<file path="src/rtl/morse_decoder.sv">
// Morse key decoder: times key presses against a tick prescaler, classifies
// each press as dot or dash, groups up to four symbols into a character and
// presents it on a valid/ready handshake once the key stays released long
// enough.
module morse_decoder #(
    parameter int TICK_DIV  = 250000,  // clk cycles per timing tick
    parameter int DASH_MIN  = 60,      // press ticks at or above which a symbol is a dash
    parameter int GAP_TICKS = 150      // released ticks that close a character
) (
    input  logic       clk,
    input  logic       rst,
    input  logic       key_in,
    output logic [3:0] sym_code,
    output logic [2:0] sym_len,
    output logic       sym_err,
    output logic       sym_valid,
    input  logic       sym_ready
);

    localparam int PW = (TICK_DIV > 1)  ? $clog2(TICK_DIV)      : 1;
    localparam int CW = (DASH_MIN > 0)  ? $clog2(DASH_MIN + 1)  : 1;
    localparam int GW = (GAP_TICKS > 0) ? $clog2(GAP_TICKS + 1) : 1;

    localparam logic [PW-1:0] PRESC_LAST = PW'(TICK_DIV - 1);
    localparam logic [CW-1:0] DASH_LIM   = CW'(DASH_MIN);
    localparam logic [GW-1:0] GAP_LIM    = GW'(GAP_TICKS);

    typedef enum logic [1:0] {
        IDLE,
        PRESS,
        GAP,
        EMIT
    } state_e;

    state_e        state_q;
    logic [PW-1:0] presc_q;
    logic [PW-1:0] presc_d;
    logic          tick;
    logic          key_prev_q;
    logic          rise;
    logic          fall;
    logic [CW-1:0] press_cnt_q;
    logic [GW-1:0] gap_cnt_q;
    logic [2:0]    cnt_q;
    logic [3:0]    code_q;
    logic          err_q;
    logic          dash;
    logic [3:0]    sym_code_q;
    logic [2:0]    sym_len_q;
    logic          sym_err_q;
    logic          sym_valid_q;

    assign tick = (presc_q == PRESC_LAST);
    assign rise = key_in & ~key_prev_q;
    assign fall = ~key_in & key_prev_q;
    // The press length is judged on the count before any tick landing on the release edge.
    assign dash = (press_cnt_q >= DASH_LIM);

    // Prescaler next value: wrap to zero on the tick cycle.
    always_comb begin
        // NOTE: assign a default first so every path drives the signal and no latch is inferred.
        presc_d = presc_q + 1'b1;
        if (tick) begin
            presc_d = '0;
        end
    end

    // Free-running tick prescaler.
    always_ff @(posedge clk) begin
        // NOTE: sequential state uses non-blocking assignments so all registers update together.
        if (rst) begin
            presc_q <= '0;
        end else begin
            presc_q <= presc_d;
        end
    end

    // One-cycle key history for edge detection; reset loads the live level so a
    // key held through reset never looks like a fresh press.
    always_ff @(posedge clk) begin
        if (rst) begin
            key_prev_q <= key_in;
        end else begin
            key_prev_q <= key_in;
        end
    end

    // Character assembly FSM with registered handshake outputs.
    always_ff @(posedge clk) begin
        if (rst) begin
            state_q     <= IDLE;
            press_cnt_q <= '0;
            gap_cnt_q   <= '0;
            cnt_q       <= '0;
            code_q      <= '0;
            err_q       <= 1'b0;
            sym_code_q  <= '0;
            sym_len_q   <= '0;
            sym_err_q   <= 1'b0;
            sym_valid_q <= 1'b0;
        end else begin
            case (state_q)
                IDLE: begin
                    if (rise) begin
                        state_q     <= PRESS;
                        press_cnt_q <= '0;
                    end
                end

                PRESS: begin
                    if (fall) begin
                        if (cnt_q < 3'd4) begin
                            code_q[cnt_q[1:0]] <= dash;
                            cnt_q              <= cnt_q + 3'd1;
                        end else begin
                            err_q <= 1'b1;
                        end
                        gap_cnt_q <= '0;
                        state_q   <= GAP;
                    end else if (tick && (press_cnt_q < DASH_LIM)) begin
                        press_cnt_q <= press_cnt_q + 1'b1;
                    end
                end

                GAP: begin
                    // A new press wins over gap expiry in the same cycle.
                    if (rise) begin
                        state_q     <= PRESS;
                        press_cnt_q <= '0;
                    end else if (gap_cnt_q == GAP_LIM) begin
                        state_q     <= EMIT;
                        sym_valid_q <= 1'b1;
                        sym_code_q  <= code_q;
                        sym_len_q   <= cnt_q;
                        sym_err_q   <= err_q;
                    end else if (tick) begin
                        gap_cnt_q <= gap_cnt_q + 1'b1;
                    end
                end

                EMIT: begin
                    // Key activity is ignored here; key_prev_q keeps tracking so a
                    // key held across the handshake needs a fresh press.
                    if (sym_valid_q && sym_ready) begin
                        state_q     <= IDLE;
                        cnt_q       <= '0;
                        code_q      <= '0;
                        err_q       <= 1'b0;
                        sym_code_q  <= '0;
                        sym_len_q   <= '0;
                        sym_err_q   <= 1'b0;
                        sym_valid_q <= 1'b0;
                    end
                end

                default: begin
                    state_q <= IDLE;
                end
            endcase
        end
    end

    assign sym_code  = sym_code_q;
    assign sym_len   = sym_len_q;
    assign sym_err   = sym_err_q;
    assign sym_valid = sym_valid_q;

endmodule

</file>
<file path="config.mk">
export PLATFORM = sky130hd
export DESIGN_NAME = morse_decoder
export DESIGN_NICKNAME = d
export VERILOG_FILES = /design/src/rtl/morse_decoder.sv
export SDC_FILE = /design/constraint.sdc
export NUM_CORES = 1
export LEC_CHECK = 0
export BUFFER_PORTS_ARGS = -buffer_cell sky130_fd_sc_hd__buf_2
export CAP_MARGIN = 20
export CORE_MARGIN = 2
export CORE_UTILIZATION = 60
export DETAILED_ROUTE_END_ITERATION = 6
export GPL_TIMING_DRIVEN = 0
export PLACE_DENSITY = 0.78
export SLEW_MARGIN = 5
export SYNTH_ARGS = -nofsm -noshare
export SYNTH_HDL_FRONTEND = slang
export SYNTH_SLANG_ARGS = --single-unit
</file>
<file path="constraint.sdc">
create_clock -name clk -period 3.9 [get_ports clk]
set_input_delay 0.39 -clock clk [delete_from_list [all_inputs] [get_ports clk]]
set_output_delay 0.39 -clock clk [all_outputs]
set_load 0.03 [all_outputs]
</file>
* After elaboration in Yosys (flattened, before gate mapping) *
Index checks and enable logic that the tools add are counted.

operators by class
  reduce and logical (&&, ||, !) cells = 16
  equal/unequal tests = 18
  bitwise logic cells = 4
  $add $sub $neg = 4
  mux-type cells = 42
  magnitude comparators = 5

operators with widths
  operator                                                         number
  8-bit two-way mux                                                4
  2-bit != test, second input constant                             11
  4-bit two-way mux                                                5
  4-bit AND reduction                                              5
  18-bit by 1-bit adder with 18-bit output, second input constant  1
  18-bit == test, second input constant                            1
  6-bit two-way mux                                                3
  4-bit one-hot mux with 2 select lines                            2
  8-bit one-hot mux with 2 select lines                            1
  3-bit two-way mux                                                5
  3-bit one-hot mux with 2 select lines                            2
  6-bit one-hot mux with 2 select lines                            1
  2-bit two-way mux                                                5
  8-bit by 1-bit adder with 8-bit output, second input constant    1
  8-bit == test, second input constant                             1
  1-bit two-way mux                                                8
  2-bit one-hot mux with 4 select lines                            1
  2-bit nonzero test                                               4
  6-bit by 1-bit adder with 6-bit output, second input constant    1
  6-bit >= comparator, second input constant                       1
  6-bit < comparator, second input constant                        1
  1-bit one-hot mux with 2 select lines                            3
  5-bit AND reduction                                              1
  4-bit bitwise mux                                                1
  14 further kinds                                                 20

storage, ports and cells
  logic and storage cells = 101
  output and inout bits = 9
  flip-flop bits (word level) = 52
  input bits = 4

* Longest topological paths before layout *
  word-level depth = 8
  depth in mapped cells = 8
  depth with buffers taken out = 7

* Worst setup path before layout *
No wires, ideal clock.

  kind = reg-to-reg
  start = reg gap_cnt_q[0]
  end = reg gap_cnt_q[4]
  arrival time = 1.905 ns
  library setup time = 0.120 ns
  slack = 1.875 ns
  period minus slack after synthesis = 2.025 ns
  cell stages (with the launch flop) = 8
  required time = 3.780 ns
  buffers on the path = 0
  cell sequence = dfxtp_1 -> inv_1 -> ha_1 -> and4_1 -> a211oi_1 -> nor4b_1 -> a21boi_0 -> a211o_1

on the way
  longest elaborated chain between the ends = 5
  elaborated cells between the ends (all ways) = 8
  classes of those cells = 1 x add/sub; 2 x eq/ne; 4 x mux; 1 x reduce/logical

ends and longest elaborated chain
  element                                 line  source
  start, declared                         43    logic [GW-1:0] gap_cnt_q;
  start signal, assigned                  137   gap_cnt_q <= gap_cnt_q + 1'b1;
  8-bit by 1-bit adder with 8-bit output  137
  8-bit two-way mux                       136   end else if (tick) begin
  8-bit two-way mux                       130   end else if (gap_cnt_q == GAP_LIM) begin
  8-bit two-way mux                       127   if (rise) begin
  8-bit one-hot mux with 2 select lines   102   case (state_q)

Several ways; a longest one is shown, not always the timed one. The select of a mux whose other input is x is not followed.
A chain may end at the register's enable or synchronous reset.

* Final worst setup path *
Ends and elaborated chain as after synthesis.

==> out/results.tsv <==
stage	metric	value	unit
run_status	result_of_the_run	finished, final reports clean	
cells_and_area	area_delta_synth_final	9.72	%
detailed_routing	routed_wire_per_std_cell	14.1	um
cells_and_area	antenna-diode-count	0	
critical_path	worst-r2r-setup-slack	1410	ps
timing	worst-slew-pin-transition	933	ps
synth	synth.net_count	301	
synth	post_synth_inst_count	289	
detailed_routing	drtAntennaViolNets	0	
grt	grt_pass1_vias	1879	
clocking	cts.reportedPaths.clkPinSlew	100	ps
clocking	cts_sinks	52	
timing	clock_skew	16.3	ps
timing	count_of_pins_over_their_slew_limit	0	
cells_and_area	layout.cells.most_common_list	dfxtp_1 (52), nand3_1 (27), nor2_1 (27)	
synth	yosysUniqueCellTypes	45	
grt	grt_overflow_total	0	
clocking	cts-htree-levels	2	
floorplanning	core.rowCount	23	
cells_and_area	layout.core_utilization	0.679	
grt	grt_first_pass_wirelength	8200	um
critical_path	crit_path_kind	flip-flop to flip-flop	
detailed_routing	route.detailed.drc	0	
timing	totalNegativeSetupSlack	0	ps
cells_and_area	layout-drive-gt1-share	0.0714	
timing	setup_viol_count_final	0	
placed_design	gp_congestion	0.801	
floorplanning	fp.dieW	68.0	um
floorplanning	core	3970	um2
timing	relative_slew_margins	0.373	
timing	unrepaired_setup_endpoints_after_global_routing	no	
clocking	cts_tree	yes	
timing	hold_violations	0	
critical_path	crit_arrival	2700	ps
critical_path	crit_path_start	gap_cnt_q[0]	
critical_path	timing.critical_path.to_type	flip-flop	
floorplanning	floorplan.die.height	68.0	um
cells_and_area	most_common_cell_after_layout_fill_and_taps_aside	dfxtp_1	
worst_hold_path	launch_point_of_the_worst_hold_path	key_in	
pwr	power.static_leakage	0.961	nW
detailed_routing	viasPerCell	6.01	
floorplanning	ioPinCount	13	
worst_hold_path	min_path_type	input port to flip-flop	
detailed_routing	route.final.wire_length	5040	um
grt	gr-usage-all-layers	0.235	
timing	fin_crit_sh	0.637	
pwr	power.ir.vdd_worst	0.295	mV
synth	async_reset_ff_frac	0	
floorplanning	initial_utilization	0.619	
critical_path	reg2reg_from	gap_cnt_q[0]	
critical_path	endpoint	gap_cnt_q[4]	
critical_path	worstRegToRegCells	7	
floorplanning	die-area	4630	um2
cells_and_area	fin_nets	319	
synth	yosys_most_used_dff	dfxtp_1	
detailed_routing	dr.first_iter.drc_count	112	
synth	post_synth_edffs	0	
detailed_routing	dr.pass1.iters	4	
synth	synth.top_cells.by_area	dfxtp_1 (42%), nand3_1 (5.5%), nor2_1 (4.1%), ha_1 (4.1%), a21oi_1 (3.7%)	
synth	syn-cell-area	2460	um2
critical_path	worst-path-max-fanout	6	
synth	synth.yosys.seq_area_share	0.423	
synth	synth_top_area_frac	0.423	
critical_path	worst_setup_path_start_kind	flip-flop	
clocking	post_cts.resized_instances	0	
clocking	cts_made_buffers	5	
placed_design	hpwlAfterDp	3610	um
clocking	max-clock-path-buffers	2	
clocking	hold_buffers	0	
cells_and_area	n_fill_cell	338	
clocking	postCtsSetupRepairBufs	0	
timing	finalCriticalPeriod	2490	ps
clocking	ctsRootBufferMaster	clkbuf_8	
synth	yosysWarnings	0	
synth	synth.avg_cell_area	8.51	um2
grt	maximum_number_of_pins_on_one_net_before_global_route_repair	17	
critical_path	critical_path.reg2reg.endpoint	gap_cnt_q[4]	
grt	antenna_found_initial	0	
placed_design	port_buffers	11	
detailed_routing	num_vias	2151	
clocking	worst_skew_pair.late_latency	310	ps
synth	ys_ff_latch	52	
timing	timing.fmax	402	MHz
flow_run	timing.max_cap.violations	0	
critical_path	critical_path_required	4110	ps
pwr	power_density	358	nW/um2
synth	post-synth-top-area-cell	dfxtp_1	
==> state kept, by name, summed over array words and instances (netlist names) <==
name         flops
state_q          2
presc_q         18
press_cnt_q      6
sym_code         4
code_q           4
err_q            1
sym_valid        1
cnt_q            3
sym_len          3
key_prev_q       1
sym_err          1
gap_cnt_q        8
==> routing by layer <==
layer,vias to the layer above,global-route usage,wire length (um)
met5,-,0,0
met4,0,0.0925,86
met3,9,0.0526,155
met2,35,0.374,2280
met1,1015,0.311,2520
li1,1092,-,-
==> cell type report <==
type	count	area [um2]	area share
inverter	9	33.8	0.0125
multi-input combinational	216	1340	0.496
clock buffer	6	82.6	0.0306
buffer	12	46.3	0.0172
sequential	52	1040	0.386
timing repair buffer	11	55.1	0.0204
clock inverter	2	38.8	0.0144
tap	50	62.6	0.0232
==> kinds of logic (layout without fill, tap and decap cells) <==
group | count (synthesis) | in the layout | share of synthesized area
DFF | 52 | 52 | 0.423
adders and majority gates | 8 | 8 | 0.0407
buffers and inverters | 21 | 40 | 0.0326
and+or+nand+nor | 137 | 137 | 0.302
xor gates and xnor gates | 14 | 14 | 0.0499
AOI/OAI and AO/OA | 56 | 56 | 0.148
muxes | 1 | 1 | 0.00407
==> through the flow <==
| stage | power, mW | std cells | worst slack, ps | area, um2 | hold slack (ps) |
|---|---|---|---|---|---|
| 2_1_floorplan | 0.579 | 289 | 1880 | 2460 | 418 |
| 3_3_place_gp | 0.590 | 350 | 1480 | 2580 | 441 |
| 3_5_place_dp | 0.591 | 350 | 1460 | 2580 | 452 |
| 4_1_cts | 0.974 | 358 | 1420 | 2700 | 237 |
| 5_1_grt | 0.995 | 358 | 1190 | 2700 | 253 |
| 6_report | 0.965 | 358 | 1410 | 2700 | 241 |
==> critical path: stages, from the launching register on <==
cell	delay [ps]
dfxtp_1	420
inv_1	70
ha_1	180
and4_1	220
a211oi_1	330
nor4b_1	410
a21boi_0	370
a211o_1	370
==> synth_stat cells, types with 4 or more instances <==
master and count:
and3_1 5, or4_1 4, xor2_1 7, a21o_1 6, nor3b_1 4, o21ai_0 10, nand2b_1 4, a21oi_1 18
or3_1 5, inv_1 8, ha_1 8, dfxtp_1 52, nand3_1 27, nor2_1 27, xnor2_1 7, clkbuf_1 11
nand2_1 23, nand4_1 11, nor3_1 7, a32o_1 4
==> worst min path at each step <==
| stage | slack, ps | to | cells after the start |
|---|---|---|---|
| floorplan | 420 | key_prev_q | 0 |
| global placement | 440 | press_cnt_q[5] | 2 |
| detailed placement | 450 | presc_q[0] | 1 |
| CTS | 240 | key_prev_q | 1 |
| global route | 250 | key_prev_q | 1 |
| finish | 240 | key_prev_q | 1 |
==> power by group <==
part	switching (mW)	internal (mW)	total [mW]
clock network	0.177	0.210	0.386
logic	0.0280	0.0112	0.0392
registers	0.00455	0.535	0.540
total	0.209	0.756	0.965
(Power assumes the default switching activity.)
